$ cat config.mk
export PLATFORM = sky130hd
export DESIGN_NAME = tile_frame_config_loader
export DESIGN_NICKNAME = d
export VERILOG_FILES = /design/src/rtl/tile_frame_config_loader.sv
export SDC_FILE = /design/constraint.sdc
export NUM_CORES = 1
export LEC_CHECK = 0
export CORE_AREA = 2 2 127 92
export DETAILED_ROUTE_END_ITERATION = 16
export DIE_AREA = 0 0 129 94
export PLACE_DENSITY_LB_ADDON = 0.08
export SYNTH_ARGS = -nofsm -noshare
export SYNTH_HDL_FRONTEND = slang
export SYNTH_SLANG_ARGS = --single-unit
$ cat constraint.sdc
create_clock -name prog_clk -period 8 [get_ports prog_clk]
set_input_delay 2 -clock prog_clk [delete_from_list [all_inputs] [get_ports prog_clk]]
set_output_delay 2 -clock prog_clk [all_outputs]
set_load 0.05 [all_outputs]
$ cat src/rtl/tile_frame_config_loader.sv
// tile_frame_config_loader: per-tile config frame loader; writes local frames to BL/WL, forwards the rest.
// Ports:
//   prog_clk, pReset                      clock, async active-high reset
//   s_valid/s_ready/s_tile_id/s_wl_addr/s_data   upstream frame stream
//   m_valid/m_ready/m_tile_id/m_wl_addr/m_data   one-entry forward slice to the next tile
//   bl, wl                                bit lines and one-hot word lines
//   frame_cnt                             saturating count of completed local writes
//   addr_err                              sticky out-of-range local address flag
module tile_frame_config_loader #(
  parameter int DATA_W = 40,
  parameter int NUM_WL = 4,
  parameter int ADDR_W = 2,
  parameter int ID_W = 8,
  parameter int TILE_ID = 0,
  parameter int WL_PULSE = 2
) (
  input  logic              prog_clk,
  input  logic              pReset,
  input  logic              s_valid,
  output logic              s_ready,
  input  logic [ID_W-1:0]   s_tile_id,
  input  logic [ADDR_W-1:0] s_wl_addr,
  input  logic [DATA_W-1:0] s_data,
  output logic              m_valid,
  input  logic              m_ready,
  output logic [ID_W-1:0]   m_tile_id,
  output logic [ADDR_W-1:0] m_wl_addr,
  output logic [DATA_W-1:0] m_data,
  output logic [DATA_W-1:0] bl,
  output logic [NUM_WL-1:0] wl,
  output logic [15:0]       frame_cnt,
  output logic              addr_err
);
  typedef enum logic [1:0] {IDLE, SETUP, PULSE, HOLD} state_t;
  localparam int CW = $clog2(WL_PULSE + 1);
  state_t state, state_nxt;
  logic [DATA_W-1:0] bl_nxt;
  logic [NUM_WL-1:0] wl_nxt;
  logic [CW-1:0] pulse_cnt, pulse_cnt_nxt;
  logic [ADDR_W-1:0] addr_q, addr_nxt;
  logic [15:0] frame_cnt_q;
  logic accept, bcast, local_hit, fwd_hit, addr_ok;
  assign bcast = &s_tile_id;
  assign local_hit = (s_tile_id == ID_W'(TILE_ID)) || bcast;
  assign fwd_hit = (s_tile_id != ID_W'(TILE_ID)) || bcast;
  assign addr_ok = int'(s_wl_addr) < NUM_WL;
  assign s_ready = (state == IDLE) && (!m_valid || m_ready) && !pReset;
  assign accept = s_valid && s_ready;
  assign frame_cnt = frame_cnt_q;
  always_comb begin
    state_nxt = state;
    bl_nxt = bl;
    wl_nxt = wl;
    pulse_cnt_nxt = pulse_cnt;
    addr_nxt = addr_q;
    case (state)
      IDLE: if (accept && local_hit && addr_ok) begin
        state_nxt = SETUP;
        bl_nxt = s_data;
        addr_nxt = s_wl_addr;
      end
      SETUP: begin
        state_nxt = PULSE;
        wl_nxt = NUM_WL'(1) << addr_q;
        pulse_cnt_nxt = CW'(WL_PULSE - 1);
      end
      PULSE: if (pulse_cnt == '0) begin
        state_nxt = HOLD;
        wl_nxt = '0;
      end else pulse_cnt_nxt = pulse_cnt - 1'b1;
      HOLD: begin
        state_nxt = IDLE;
        bl_nxt = '0;
      end
      default: state_nxt = IDLE;
    endcase
  end
  always_ff @(posedge prog_clk or posedge pReset)
    if (pReset) begin
      state <= IDLE;
      bl <= '0;
      wl <= '0;
      pulse_cnt <= '0;
      addr_q <= '0;
      m_valid <= 1'b0;
      m_tile_id <= '0;
      m_wl_addr <= '0;
      m_data <= '0;
      frame_cnt_q <= '0;
      addr_err <= 1'b0;
    end else begin
      state <= state_nxt;
      bl <= bl_nxt;
      wl <= wl_nxt;
      pulse_cnt <= pulse_cnt_nxt;
      addr_q <= addr_nxt;
      if (accept && fwd_hit) begin
        m_valid <= 1'b1;
        m_tile_id <= s_tile_id;
        m_wl_addr <= s_wl_addr;
        m_data <= s_data;
      end else if (m_ready) m_valid <= 1'b0;
      if (accept && local_hit && !addr_ok) addr_err <= 1'b1;
      if (state == HOLD && frame_cnt_q != 16'hFFFF) frame_cnt_q <= frame_cnt_q + 1'b1;
    end
endmodule

# Yosys cells after proc, flatten, opt, wreduce, memory -nomap -nowiden
# Cells that the tools add are included.
[totals] regBits=117 latchBits=0 mem_bits_rw=0 romBits=0 inputBits=54 wordCells=55 memories=0
[op_classes] n_addsub=2 mul=0 div_mod_pow=0 magnitude_cmp=0 eq_ne=7 shifts=1 muxes=11 bitwise_logic=0 reduce_logical=24
[op_table] operator="$pmux W40 S2" count=1
[op_table] operator="$mux W40" count=1
[op_table] operator="$add A16 B1 Y16 const B" count=1
[op_table] operator="$ne A16 B16 Y1 const B" count=1
[op_table] operator="$reduce_and A2 Y1" count=5
[op_table] operator="$logic_not A8 Y1" count=1
[op_table] operator="$pmux W2 S4" count=1
[op_table] operator="$pmux W4 S2" count=1
[op_table] operator="$reduce_and A8 Y1" count=1
[op_table] operator="$reduce_bool A8 Y1" count=1
[op_table] operator="$logic_and A1 B1 Y1" count=6
[op_table] operator="$mux W2" count=3
[op_table] operator="$reduce_bool A2 Y1" count=3
[op_table] operator="$eq A2 B2 Y1 const B" count=2
[op_table] operator="$logic_not A2 Y1" count=2
[op_table] operator="$mux W4" count=1
[op_table] operator="$ne A2 B2 Y1 const B" count=2
[op_table] operator="$pmux W2 S2" count=1
[op_table] operator="$shl A1 B2 Y4 const A" count=1
[op_table] operator="$logic_or A1 B1 Y1" count=3
[op_table] operator="$eq A2 B1 Y1 const B" count=1
[op_table] operator="$logic_not A1 Y1" count=2
[op_table] operator="$mux W1" count=2
[op_table] operator="$ne A2 B1 Y1 const B" count=1
[op_table] operator="$sub A2 B1 Y2 const B" count=1

# Logic depth before layout (Yosys ltp)
[depth] word_depth=8 ltp_mapped=8 mapped_depth_nobuf=6

# Worst setup path after synthesis
# No wires, ideal clock.
[synth_timing] path_type="input-to-output" startpoint="input port pReset" endpoint="output port s_ready" t_arrival_ps=5209 path_slack_ps=791 cell_stages=2 n_path_buf=0 cell_sequence="inv_1 and3_1"
[synth_between] elab_chain_len=2
[synth_lines] element="start: declaration" line_no="18" rtl="input logic pReset,"
[synth_lines] element="$logic_not A1 Y1 (no source line)"
[synth_lines] element="$logic_and A1 B1 Y1" line_no="47" rtl="assign s_ready = (state == IDLE) && (!m_valid || m_ready) && !pReset;"
[synth_lines] element="end: declaration" line_no="20" rtl="output logic s_ready,"
# Every way passes these cells.

# Final worst setup path
# Ends and elaborated chain as after synthesis.

==> key figures <==
Outcome
  • Run status: finished, final reports clean

Global route
  • GRT overflow: 0
  • Total global-route track usage: 0.199
  • First-pass GRT wire length: 18600 um
  • Vias in the first global route: ~3600
  • Initial antenna violation count: 0
  • Pin count of the biggest net entering global routing: 70

Placement
  • Dpl hpwl: 7920 um
  • DP Cell Count: between 600 and 700
  • RD Place Congestion: 0.748
  • Port bufs: about 170

Detailed routing
  • DRT antenna net count: 0
  • Number of DRC markers in iteration 0: approximately 190
  • Wirelength per Cell: 16.4 um
  • Pre-Repair DR Iteration Count: 4
  • Drt via density: 5.05
  • Post-Route WL: 11600 um
  • # DRC: 0
  • Routed vias: 3562

Layout
  • Ant. Diodes: 0
  • Final core occ: 0.661
  • Post-layout nets: 600
  • Synthesis-to-layout area growth: 49.7%
  • FF/Latch Area: 2930 sq um
  • Post-route insts no fill: 705
  • Area taken by multi-input logic gates: 1730 sq um
  • Fillers: between 800 and 900
  • Layout cells sized above 1: 0.158

Floorplan
  • Die Y: between 90 and 100 um
  • Die ar.: 12100 sq um
  • Die width: 129 um
  • CORE AREA: 10900 sq um
  • I/O pin total: ~170
  • Effective utilization at floorplan: 0.441
  • FP Rows: 32

Clock network
  • Post-CTS Setup Bufs: 0
  • CTS Buf Count: 17
  • Worst-skew pair later-pin latency: about 400 ps
  • H-tree depth: 4
  • CTS root buf: clkbuf_16
  • Worst-path clk slew: 50 ps
  • Post-cts resize count: 0
  • CTS tree: built
  • Clk buf depth: 2
  • Cts hold-fix bufs: 0
  • CTS sink cnt: 117

Synthesis
  • Cells after Synth: 370
  • Synth top cells by count: dfrtp_1 (117), mux2_2 (46), nand2_1 (38)
  • Flops & latches, synth: 117
  • Yosys top cell area share: 0.612
  • Avg Inst Size Synth: 12.9 sq um
  • Ys Warns: 0
  • Synth area leader: dfrtp_1
  • Synth Cell Area: 4790 sq um
  • Async set-reset flop share out of synthesis: 1.00
  • Yosys cell types: 39
  • Top cells by area, synth: dfrtp_1 (61%), mux2_2 (11%), a22o_1 (5.9%)
  • Top-count cell post-synth: dfrtp_1
  • Sequential share of the synthesized area: 0.612
  • Synth Net Count: between 400 and 500
  • Ys flop type: dfrtp_1
  • Post-synth EDFFs: 0

Pwr
  • P_int: between 1.5 and 2 mW
  • Combinational share of power: 0.433
  • PwrDens: slightly below 400 nW/um^2
  • LEAKAGE: roughly 3.1 nW
  • Sw frac: 0.406
  • Seq pwr share: 0.297
  • Clock share of power: 0.270
  • Maximum VDD drop: 0.224 mV
  • Switch Pwr: around 1.2 mW

STA
  • Worst-margin pin slew: about 1000 ps
  • Final setup skew: approximately 11 ps
  • F_max: 166 MHz
  • Setup TNS Final: 0 ps
  • Max Slew Vio Count: 0
  • Minimum clock period: 6010 ps
  • RSZ-0062 raised after global routing: no
  • Slew Limit Headroom: 0.317
  • Final Setup Violations: 0
  • WHS: 475 ps
  • Fin. Hold Viols: 0
  • Fin crit share: 0.751

Critical path
  • Critical path class: input port to primary output
  • Buf+Inv Stages, Crit Path: 3
  • Req. time, crit path: about 6000 ps
  • CP dominant cell by count: clkdlybuf4s50_1
  • CP arrival: 4010 ps
  • CP max stage delay: 810 ps
  • Top Family by Delay on Critical Path: buffers and inverters
  • Slowest cell on the critical path: clkdlybuf4s50_1
  • Critical path cell sequence: clkdlybuf4s50_1 -> inv_4 -> and3_1 -> clkdlybuf4s50_1
  • Crit start category: input port
  • Type of destination of the critical path: primary output
  • Crit-path max FO: 51

Job
  • Total of max-cap violations: 0

Min path
  • Worst min-delay path class: flop to flop
registers in the layout, indices dropped and copies added (netlist names):
| signal | flops |
|---|---|
| addr_q | 2 |
| bl | 40 |
| frame_cnt | 16 |
| m_data | 40 |
| m_tile_id | 8 |
| m_valid | 1 |
| m_wl_addr | 2 |
| pulse_cnt | 2 |
| state | 2 |
| wl | 4 |
cell usage in the layout, fill, tap and decap left out, drive strengths merged, types with 2 or more instances in the layout:
cell / n
nand2b: 4
nor2b: 12
and4: 2
clkdlybuf4s50: 165
clkbuf: 20
bufinv: 3
buf: 3
xnor2: 5
clkinv: 6
mux2: 46
nand4: 4
inv: 7
o31ai: 2
and3: 3
o21ai: 6
nor2: 11
xor2: 7
ha: 7
or4: 2
nor3: 7
dfrtp: 117
a21oi: 12
nand3: 5
nand2: 38
o21a: 2
nor4: 3
o2bb2ai: 10
a22o: 32
clkinvlp: 3
mux2i: 2
worst paths after layout:
kind,startpoint,to,slack [ps],depth (start not counted)
worst min register to register,m_tile_id[4],m_tile_id[4],480,2
worst max register to register,state[0],bl[13],5160,6
max in group asynchronous,pReset,frame_cnt[2],4630,3
worst min-delay path,m_tile_id[4],m_tile_id[4],480,2
min in group asynchronous,pReset,bl[18],2060,2
worst max-delay path,pReset,s_ready,1990,4
stage by stage:
step	cell area, sq um	power (mW)	setup WS [ps]
6_report	7170	2.85	1990
2_1_floorplan	4790	1.68	791
5_1_grt	7170	2.97	1850
4_1_cts	7170	2.87	1940
3_5_place_dp	6560	2.09	1960
3_3_place_gp	6560	2.07	1970
power groups by stage:
stage	Clock, mW	Combinational [mW]	Sequential, mW
4_1_cts	0.780	1.24	0.845
6_report	0.768	1.23	0.844
3_3_place_gp	0	1.22	0.845
5_1_grt	0.814	1.29	0.864
3_5_place_dp	0	1.24	0.854
2_1_floorplan	0	0.322	1.36
kinds of logic after synthesis:
logic type	count (synthesis)	share of synthesized area
adders and majority gates	7	0.0183
DFF	117	0.612
buffers and inverters	25	0.0301
muxes	48	0.113
other	1	0.000783
AOI/OAI and AO/OA	67	0.108
and+or+nand+nor	93	0.0957
xor gates and xnor gates	12	0.0220
layout make-up:
| cell class | instances | area share |
|---|---|---|
| clock buffers | 20 | 0.0637 |
| multi-input cells | 228 | 0.242 |
| flip-flops and latches | 117 | 0.409 |
| repair buffers | 168 | 0.234 |
| clock inverters | 12 | 0.0215 |
| inverters | 7 | 0.00402 |
| well taps | 153 | 0.0267 |
tightest hold or removal path: cells and delay by family (launching register included):
family | cells | cell delay [ps]
flip-flops | 1 | 340
AND/OR/NAND/NOR | 2 | 100
per-layer routing:
layer  part of all wire  up-vias  global-route usage
li1                   -     1653                   -
met1               0.48     1792               0.276
met2               0.46      108               0.300
met3              0.057        9              0.0587
met4              0.011        0              0.0688
met5                  0        -                   0
(Power assumes the default switching activity.)
